--- src/rtl/rob_multi_commit.sv ---
// Reorder buffer: in-order tag allocation, NUM_WB-port writeback and up to COMMIT_W
// in-order retirements per cycle, with branch resolution and a single-cycle flush at commit.
module rob_multi_commit #(
  parameter int DEPTH    = 16,
  parameter int TAG_W    = $clog2(DEPTH),
  parameter int DATA_W   = 32,
  parameter int NUM_WB   = 3,
  parameter int COMMIT_W = 2
) (
  input  logic                       clk,
  input  logic                       rst,
  input  logic                       alloc_valid,
  output logic                       alloc_ready,
  input  logic [DATA_W-1:0]          alloc_pc,
  input  logic [4:0]                 alloc_rd,
  input  logic                       alloc_has_rd,
  input  logic                       alloc_is_br,
  input  logic                       alloc_pred_taken,
  input  logic [DATA_W-1:0]          alloc_pred_target,
  output logic [TAG_W-1:0]           alloc_tag,
  input  logic [NUM_WB-1:0]          wb_valid,
  input  logic [NUM_WB*TAG_W-1:0]    wb_tag,
  input  logic [NUM_WB*DATA_W-1:0]   wb_data,
  input  logic [NUM_WB-1:0]          wb_taken,
  output logic [COMMIT_W-1:0]        commit_valid,
  output logic [COMMIT_W*5-1:0]      commit_rd,
  output logic [COMMIT_W-1:0]        commit_has_rd,
  output logic [COMMIT_W*DATA_W-1:0] commit_data,
  output logic [COMMIT_W*TAG_W-1:0]  commit_tag,
  output logic                       br_update_valid,
  output logic [DATA_W-1:0]          br_update_pc,
  output logic                       br_update_taken,
  output logic                       flush_valid,
  output logic [DATA_W-1:0]          flush_pc,
  output logic [TAG_W:0]             count
);
  localparam int PTR_W = TAG_W + 1;

  logic [PTR_W-1:0]  head_q, head_d, tail_q, tail_d;
  logic [DEPTH-1:0]  valid_q, valid_d, done_q, done_d;
  logic [DEPTH-1:0]  has_rd_q, has_rd_d, is_br_q, is_br_d;
  logic [DEPTH-1:0]  pred_taken_q, pred_taken_d, act_taken_q, act_taken_d;
  logic [4:0]        rd_q [DEPTH];
  logic [4:0]        rd_d [DEPTH];
  logic [DATA_W-1:0] pc_q [DEPTH];
  logic [DATA_W-1:0] pc_d [DEPTH];
  logic [DATA_W-1:0] pred_target_q [DEPTH];
  logic [DATA_W-1:0] pred_target_d [DEPTH];
  logic [DATA_W-1:0] data_q [DEPTH];
  logic [DATA_W-1:0] data_d [DEPTH];

  logic             full;
  logic [PTR_W-1:0] retire_cnt;
  logic [TAG_W-1:0] sel_idx, wb_idx, clr_idx, alloc_idx;
  logic             sel_stop, mispredict;

  assign full        = (head_q[TAG_W-1:0] == tail_q[TAG_W-1:0]) && (head_q[TAG_W] != tail_q[TAG_W]);
  assign alloc_ready = ~full & ~flush_valid;
  assign alloc_tag   = tail_q[TAG_W-1:0];
  assign count       = tail_q - head_q;

  // Commit selection from registered state; a retiring branch ends the group.
  always_comb begin
    commit_valid    = '0;
    commit_rd       = '0;
    commit_has_rd   = '0;
    commit_data     = '0;
    commit_tag      = '0;
    br_update_valid = 1'b0;
    br_update_pc    = '0;
    br_update_taken = 1'b0;
    flush_valid     = 1'b0;
    flush_pc        = '0;
    retire_cnt      = '0;
    sel_idx         = '0;
    mispredict      = 1'b0;
    sel_stop        = rst;
    for (int k = 0; k < COMMIT_W; k++) begin
      sel_idx = head_q[TAG_W-1:0] + TAG_W'(k);
      if (!sel_stop && valid_q[sel_idx] && done_q[sel_idx]) begin
        commit_valid[k]                = 1'b1;
        commit_rd[k*5 +: 5]            = rd_q[sel_idx];
        commit_has_rd[k]               = has_rd_q[sel_idx];
        commit_data[k*DATA_W +: DATA_W] = data_q[sel_idx];
        commit_tag[k*TAG_W +: TAG_W]   = sel_idx;
        retire_cnt                     = retire_cnt + PTR_W'(1);
        if (is_br_q[sel_idx]) begin
          sel_stop        = 1'b1;
          mispredict      = (act_taken_q[sel_idx] != pred_taken_q[sel_idx]) ||
                            (act_taken_q[sel_idx] && (data_q[sel_idx] != pred_target_q[sel_idx]));
          br_update_valid = 1'b1;
          br_update_pc    = pc_q[sel_idx];
          br_update_taken = act_taken_q[sel_idx];
          flush_valid     = mispredict;
          if (mispredict) begin
            flush_pc = act_taken_q[sel_idx] ? data_q[sel_idx] : pc_q[sel_idx] + DATA_W'(4);
          end else begin
            flush_pc = '0;
          end
        end else begin
          sel_stop = 1'b0;
        end
      end else begin
        sel_stop = 1'b1;
      end
    end
  end

  // Next-state: writeback, retirement, allocation, then flush overrides validity and tail.
  always_comb begin
    head_d        = head_q + retire_cnt;
    tail_d        = tail_q;
    valid_d       = valid_q;
    done_d        = done_q;
    has_rd_d      = has_rd_q;
    is_br_d       = is_br_q;
    pred_taken_d  = pred_taken_q;
    act_taken_d   = act_taken_q;
    rd_d          = rd_q;
    pc_d          = pc_q;
    pred_target_d = pred_target_q;
    data_d        = data_q;
    wb_idx        = '0;
    clr_idx       = '0;
    alloc_idx     = tail_q[TAG_W-1:0];
    // Ascending port order lets the highest port win a same-tag collision.
    for (int p = 0; p < NUM_WB; p++) begin
      wb_idx = wb_tag[p*TAG_W +: TAG_W];
      if (wb_valid[p] && valid_q[wb_idx]) begin
        done_d[wb_idx]      = 1'b1;
        data_d[wb_idx]      = wb_data[p*DATA_W +: DATA_W];
        act_taken_d[wb_idx] = wb_taken[p];
      end else begin
        done_d[wb_idx] = done_d[wb_idx];
      end
    end
    for (int k = 0; k < COMMIT_W; k++) begin
      clr_idx = head_q[TAG_W-1:0] + TAG_W'(k);
      if (commit_valid[k]) begin
        valid_d[clr_idx] = 1'b0;
      end else begin
        valid_d[clr_idx] = valid_d[clr_idx];
      end
    end
    if (alloc_valid && alloc_ready) begin
      valid_d[alloc_idx]       = 1'b1;
      done_d[alloc_idx]        = 1'b0;
      has_rd_d[alloc_idx]      = alloc_has_rd;
      is_br_d[alloc_idx]       = alloc_is_br;
      pred_taken_d[alloc_idx]  = alloc_pred_taken;
      rd_d[alloc_idx]          = alloc_rd;
      pc_d[alloc_idx]          = alloc_pc;
      pred_target_d[alloc_idx] = alloc_pred_target;
      tail_d                   = tail_q + PTR_W'(1);
    end else begin
      tail_d = tail_q;
    end
    if (flush_valid) begin
      valid_d = '0;
      tail_d  = head_d;
    end else begin
      valid_d = valid_d;
    end
  end

  // Control state with synchronous reset.
  always_ff @(posedge clk) begin
    if (rst) begin
      head_q  <= '0;
      tail_q  <= '0;
      valid_q <= '0;
      done_q  <= '0;
    end else begin
      head_q  <= head_d;
      tail_q  <= tail_d;
      valid_q <= valid_d;
      done_q  <= done_d;
    end
  end

  // Entry payload; only meaningful while the entry is valid.
  always_ff @(posedge clk) begin
    has_rd_q      <= has_rd_d;
    is_br_q       <= is_br_d;
    pred_taken_q  <= pred_taken_d;
    act_taken_q   <= act_taken_d;
    rd_q          <= rd_d;
    pc_q          <= pc_d;
    pred_target_q <= pred_target_d;
    data_q        <= data_d;
  end
endmodule

--- config.mk ---
export PLATFORM = sky130hd
export DESIGN_NAME = rob_multi_commit
export DESIGN_NICKNAME = d
export VERILOG_FILES = /design/src/rtl/rob_multi_commit.sv
export SDC_FILE = /design/constraint.sdc
export NUM_CORES = 2
export LEC_CHECK = 0
export BUFFER_PORTS_ARGS = -buffer_cell sky130_fd_sc_hd__buf_2
export CAP_MARGIN = 20
export CORE_MARGIN = 2
export CORE_UTILIZATION = 40
export CTS_CLUSTER_DIAMETER = 30
export DETAILED_ROUTE_END_ITERATION = 8
export PLACE_DENSITY_LB_ADDON = 0.08
export SLEW_MARGIN = 20
export SYNTH_ARGS = -nofsm -noshare
export SYNTH_HDL_FRONTEND = slang
export SYNTH_SLANG_ARGS = --single-unit
--- constraint.sdc ---
create_clock -name clk -period 14.6 [get_ports clk]
set_input_delay 0.73 -clock clk [delete_from_list [all_inputs] [get_ports clk]]
set_output_delay 0.73 -clock clk [all_outputs]
set_load 0.05 [all_outputs]
Word level (Yosys, flattened, before mapping)
Index checks and enable logic that the tools add are counted. Widths: inputs -> output; s select.

Add/subtract/negate cells: 7. $lt $le $gt $ge: 22. Equal/unequal tests: 6. Muxes and demuxes: 153. Bitwise gates (word level): 19. Reduce and logical (&&, ||, !) cells: 27.

Operators by type and width (number): $bwmux 512 (5); $mux 512 (3); $mux 32 (30); $bmux 32 s4 (6); $demux 32 s4 (4); $bwmux 16 (11); $mux 16 (10); $bwmux 80 (1); $bmux 1 s4 (19); $add 32x3->32 const B (2); $ne 32x32->1 (2); $or 16x16->16 (4); $mux 5 (10); $and 16x16->16 (3); $not 16->16 (3); $mux 1 (43); $bmux 5 s4 (2); $ge 5x5->1 const B (6); $lt 4x5->1 const B (6); $not 4->5 (6); $demux 1 s4 (6); $ge 4x1->1 const B (6); $logic_and 1x1->1 (21); $demux 5 s4 (1); 14 further kinds (24).

Register bits after elaboration: 1722. Output and inout bits: 163. Word-level logic and storage cells: 306.

Longest topological paths before layout
Depth in word-level cells: 16. Gate-level depth with buffers: 32.

Least setup slack after synthesis
OpenSTA, ideal clock, no wires.

Path type: reg-to-reg. From: register head_q[1]. To: register has_rd_q[15] (enable). Arrival: 8.982 ns. Data required time: 14.096 ns. Path slack: 5.114 ns. Cell stages (with the launch flop): 25. Buffers on the path: 13. Path through: dfxtp_1 buf_2 buf_2 buf_2 buf_2 buf_2 buf_2 buf_2 buf_2 buf_2 inv_1 ha_1 buf_2 buf_2 buf_1 mux4_2 mux2i_1 mux2i_1 xor2_1 nor4_1 nand3_1 o31ai_4 nand2_2 buf_6 nor2_1.

Word-level cells in the longest chain between the ends: 14. Elaborated cells between the ends (all ways): 60.

RTL lines: start, declared (line 39) `logic [PTR_W-1:0] head_q, head_d, tail_q, tail_d;`; start signal, assigned (line 169) `head_q <= '0;`; start signal, assigned (line 174) `head_q <= head_d;`; parallel branches: the longest is 12 deep, another holds $add 4x1->4; $and 1x1->1 (*) (line 58) `assign alloc_ready = ~full & ~flush_valid;`; $logic_and 1x1->1 (*) (line 145) `if (alloc_valid && alloc_ready) begin`; end signal, assigned (line 183) `has_rd_q <= has_rd_d;`; end, declared (line 41) `logic [DEPTH-1:0] has_rd_q, has_rd_d, is_br_q, is_br_d;`.

Every way passes the cells marked *. The select of a mux whose other input is x is not followed. A chain may end at the register's enable or synchronous reset.

Worst setup path in the final report
From: register head_q[0]. To: output flush_pc[26].

Word-level cells in the longest chain between the ends: 12. Elaborated cells between the ends (all ways): 66.

RTL lines: parallel branches: the longest is 11 deep, another holds $add 32x3->32; $mux 32 (*) (line 80) `if (!sel_stop && valid_q[sel_idx] && done_q[sel_idx]) begin`; end, declared (line 34) `output logic [DATA_W-1:0] flush_pc,`.

Marks and branches as above.

==> results by group <==
Critical path
  • Critical path launch point type: flip-flop
  • WP data required: approximately 14000 ps
  • Maximum net fanout on the critical path: 86
  • R2r endpoint: pred_target_q[69]$_DFFE_PP_
  • Critical Setup Path Class: reg -> out
  • Cell count of the worst reg-to-reg path: 15
  • Endpoint kind of the worst setup timing path: primary output
  • Data arrival time at the worst-slack endpoint: about 9000 ps
  • FF-to-FF Start: head_q[0]$_SDFF_PP0_
  • Register-to-register setup slack: a little over 5000 ps

Logic synthesis
  • Cell taking the most area after synthesis: sky130_fd_sc_hd__edfxtp_1
  • Instance count of the mapped netlist: 7712
  • Post-synthesis share of cell area spent on full adders, half adders and majority gates: 0.292%
  • Synthesis warning total: 0
  • Biggest area contributors in the synthesized netlist: sky130_fd_sc_hd__edfxtp_1 36%, sky130_fd_sc_hd__mux4_2 23%, sky130_fd_sc_hd__dfxtp_1 12%
  • Simple-Gate Fraction of Synth Area: under 10%
  • EDFF count, synth: around 1.2k
  • Asr flop ratio synth: 0%
  • Cell area after technology mapping: ~95000 sq um
  • Area share of the largest cell type after synthesis: between 30% and 40%
  • Post-synthesis mux area share: approximately 28%
  • Register bit count reported by yosys: about 1.7k
  • Synthesized area per cell: 12.3 sq um
  • Complex-gate fraction of the synthesized area: under 10%
  • Area share of xor/xnor cells in the synthesized design: ~1.3%
  • Top flip-flop cell by instance count after synthesis: sky130_fd_sc_hd__edfxtp_1
  • Number of different library cells in the post-synthesis netlist: 78
  • Dominant combinational cell family by area after synthesis: multiplexers
  • Sequential-to-total area share from yosys stat: 48.3%
  • Net count after synthesis: slightly below 8k

Finish
  • Top library cells by usage in the layout, fill and taps aside: 1227 x sky130_fd_sc_hd__nand2_1, 1152 x sky130_fd_sc_hd__edfxtp_1, 1090 x sky130_fd_sc_hd__o21ai_0
  • Area of all placed cells without fillers: about 110000 sq um
  • Final layout net count: 8099
  • Synth-to-layout area growth: 19.9%
  • Register area: about 46000 sq um
  • Proportion of layout cells with a drive suffix above 1: between 20 and 30%
  • Leading cell type in the layout, fill and taps excluded: sky130_fd_sc_hd__nand2_1
  • Final cell count without fillers: between 10k and 15k
  • Area of the multi-input gates: ~46000 sq um
  • Filler instances: 20.8k

Global route
  • Wire length of the first global-routing pass: 555000 microns
  • Via count of the first global-routing pass: roughly 70k
  • Most Crowded Layer GR: met2
  • Overall Global Routing Usage: between 30% and 40%
  • Met3 usage: under 10%
  • Met1 track utilization from global routing: a little over two fifths
  • Initial antenna violation count: 87
  • Congestion Overflow GR: 0
  • Pin count of the biggest net entering global routing: 119
  • Met2 GRT Util: 49.3%

STA
  • Setup_tns: 0 ps
  • Endpoints failing setup: 0
  • Clk_skew: ~110 ps
  • Time the worst path needs with I/O delays and setup: 9730 ps
  • Highest clock frequency the design can meet: slightly above 100 MHz
  • Transition time at the pin with the least slew margin: around 1200 ps
  • Max-slew violations: 0
  • Crit share post-route: around 67%
  • Setup WS post-layout: just under 5000 ps
  • Setup repair after global routing missed its margin: no
  • Final hold viol count: 0
  • Worst relative slew slack: about 19%

Clock network
  • Root buffer selected by CTS: sky130_fd_sc_hd__clkbuf_16
  • Number of buffers added by the clock tree synthesis step: 446
  • CTS HTree Levels: 5
  • Post-cts hold buffer count: 0
  • Maximum buffer depth of the clock tree: 4
  • Clock tree from TritonCTS: yes
  • Number of sinks handled by clock tree synthesis: roughly 1.7k
  • Clk Latency, worst-skew pair: 1000 ps
  • Number of resized instances in the post-cts repair step: 0
  • Post-CTS setup repair buffer count: 0
  • Clock transition at the registers of the reported paths: approximately 50 ps

Drt
  • Remaining routing DRC violations: 0
  • 1st-pass router iterations: 6
  • Starting DRC count in detailed routing: approximately 9.1k
  • Number of vias in the routed layout: ~74k
  • Avg Vias per Cell: around 6.4
  • Detailed-route wire length per cell: around 35 microns
  • DRT antenna net count: 0
  • Total detailed-routing wirelength: approximately 400000 microns

Pwr
  • PD cells: about 150 nW/um^2
  • Max VDD drop: roughly 0.12 mV
  • Static Leakage: ~40 nW

Outcome
  • Outcome: completed

Min path
  • Start point of the worst hold path: alloc_pc[31]
  • Class of the tightest hold or removal check: in -> reg
  • Hold Path Cell Cnt: 1
  • Hold EP: pc_q[479]$_DFFE_PP_

Floorplanning
  • Number of cell rows: about 180
  • Ports placed on the boundary: 352
  • Width of the chip: ~490 microns
  • Core Box Area: 237000 sq um
  • Starting density of the core: 40.1%
  • Die footprint: roughly 240000 sq um
  • Die extent in y: about 490 microns

Placement
  • IO Port Bufs: between 300 and 400
  • Final GP Congestion: about 0.87
  • HPWL reported at the end of detailed placement: ~240000 microns
  • Placement-stage worst setup slack: 5130 ps
  • Cell count after placement: about 11k
  • Instance area after placement: 99400 sq um

Job
  • Number of max-cap violations: 0
-- power by group --
part / total, mW / switching, mW / internal, mW / leakage (nW)
clock network: 9.46 / 3.00 / 6.47 / 7.04
registers: 5.83 / 0.263 / 5.57 / 15.1
logic: 1.61 / 0.949 / 0.660 / 18.0
total: 16.9 / 4.21 / 12.7 / 40.2
-- area by class of cell --
cell class	instances	share of cell area, %
sequential	1722	40.3
multi-input combinational	5153	40.3
clock buffer	549	10.5
tap	3167	3.47
timing repair buffer	523	2.88
clock inverter	244	2.24
inverter	43	0.177
antenna	43	0.0943
-- Yosys cell counts, types with 8 or more instances --
library cell / count
sky130_fd_sc_hd__a221oi_2: 10
sky130_fd_sc_hd__dfxtp_1: 570
sky130_fd_sc_hd__and2_1: 21
sky130_fd_sc_hd__or3_1: 11
sky130_fd_sc_hd__buf_1: 103
sky130_fd_sc_hd__xnor2_1: 67
sky130_fd_sc_hd__o22ai_1: 10
sky130_fd_sc_hd__a311oi_1: 11
sky130_fd_sc_hd__xor2_1: 66
sky130_fd_sc_hd__buf_2: 116
sky130_fd_sc_hd__o31ai_1: 9
sky130_fd_sc_hd__buf_6: 28
sky130_fd_sc_hd__nor4_1: 22
sky130_fd_sc_hd__o32ai_1: 21
sky130_fd_sc_hd__a211oi_1: 8
sky130_fd_sc_hd__a221oi_1: 16
sky130_fd_sc_hd__buf_4: 62
sky130_fd_sc_hd__nor2_1: 159
sky130_fd_sc_hd__nand4_1: 23
sky130_fd_sc_hd__nor3_1: 24
sky130_fd_sc_hd__inv_1: 40
sky130_fd_sc_hd__and3_1: 20
sky130_fd_sc_hd__a31oi_1: 12
sky130_fd_sc_hd__edfxtp_1: 1152
sky130_fd_sc_hd__mux4_2: 961
sky130_fd_sc_hd__clkbuf_1: 483
sky130_fd_sc_hd__a21oi_1: 81
sky130_fd_sc_hd__a22o_1: 60
sky130_fd_sc_hd__nor2b_1: 56
sky130_fd_sc_hd__mux2_2: 12
sky130_fd_sc_hd__mux2i_1: 513
sky130_fd_sc_hd__a22oi_1: 76
sky130_fd_sc_hd__a21o_1: 8
sky130_fd_sc_hd__o21ai_0: 1090
sky130_fd_sc_hd__nand2_1: 1249
sky130_fd_sc_hd__ha_1: 19
sky130_fd_sc_hd__o211ai_1: 9
sky130_fd_sc_hd__nand3_1: 436
-- stage by stage --
| step | total power [mW] | utilization (%) | hold slack (ps) |
|---|---|---|---|
| floorplan | 6.81 | - | 537 |
| global placement | 7.41 | 41.8 | 557 |
| detailed placement | 7.47 | 41.9 | 564 |
| CTS | 16.9 | 48.0 | 48.8 |
| global route | 17.4 | 48.1 | 80.4 |
| finish | 16.9 | 48.1 | 111 |
-- routing by layer --
layer / share of wire (%) / up-vias
met5: 0.074 / -
met4: 4.5 / 42
met3: 11 / 1003
met2: 45 / 4459
met1: 40 / 37943
li1: - / 30237
-- critical path, cell delays in order (launching register included) --
cell and delay (ps):
sky130_fd_sc_hd__dfxtp_4 780, sky130_fd_sc_hd__inv_1 380, sky130_fd_sc_hd__ha_4 850, sky130_fd_sc_hd__buf_12 600, sky130_fd_sc_hd__buf_4 670, sky130_fd_sc_hd__buf_4 580, sky130_fd_sc_hd__mux4_2 350, sky130_fd_sc_hd__mux4_2 340
sky130_fd_sc_hd__ha_1 210, sky130_fd_sc_hd__nand3_1 220, sky130_fd_sc_hd__nor4_2 800, sky130_fd_sc_hd__nand2_1 270, sky130_fd_sc_hd__nor4_1 410, sky130_fd_sc_hd__xor2_1 210, sky130_fd_sc_hd__nor2_1 60, sky130_fd_sc_hd__o32ai_1 720
sky130_fd_sc_hd__buf_2 410
-- state kept, by name, summed over array words and instances (netlist names) --
signal	count
act_taken_q	16
pc_q	512
valid_q	16
tail_q	5
pred_target_q	512
head_q	5
done_q	16
data_q	512
is_br_q	16
rd_q	80
pred_taken_q	16
has_rd_q	16
-- how the worst max path moves through the flow --
| stage | start | to | cells after the start |
|---|---|---|---|
| finish | head_q[0]$_SDFF_PP0_ | flush_pc[26] | 16 |
| global route | head_q[0]$_SDFF_PP0_ | flush_pc[26] | 16 |
| CTS | head_q[0]$_SDFF_PP0_ | flush_pc[26] | 16 |
| detailed placement | head_q[0]$_SDFF_PP0_ | pred_target_q[380]$_DFFE_PP_ | 16 |
| global placement | head_q[0]$_SDFF_PP0_ | pc_q[273]$_DFFE_PP_ | 15 |
| floorplan | head_q[1]$_SDFF_PP0_ | has_rd_q[15]$_DFFE_PP_ | 24 |
-- kinds of logic after synthesis --
family,after synthesis
simple gates,2056
flops,1722
mux,1486
compound gates,1455
buf+inv,837
xor+xnor,135
fa+ha+maj,21
Power figures use the tool's default switching activity.
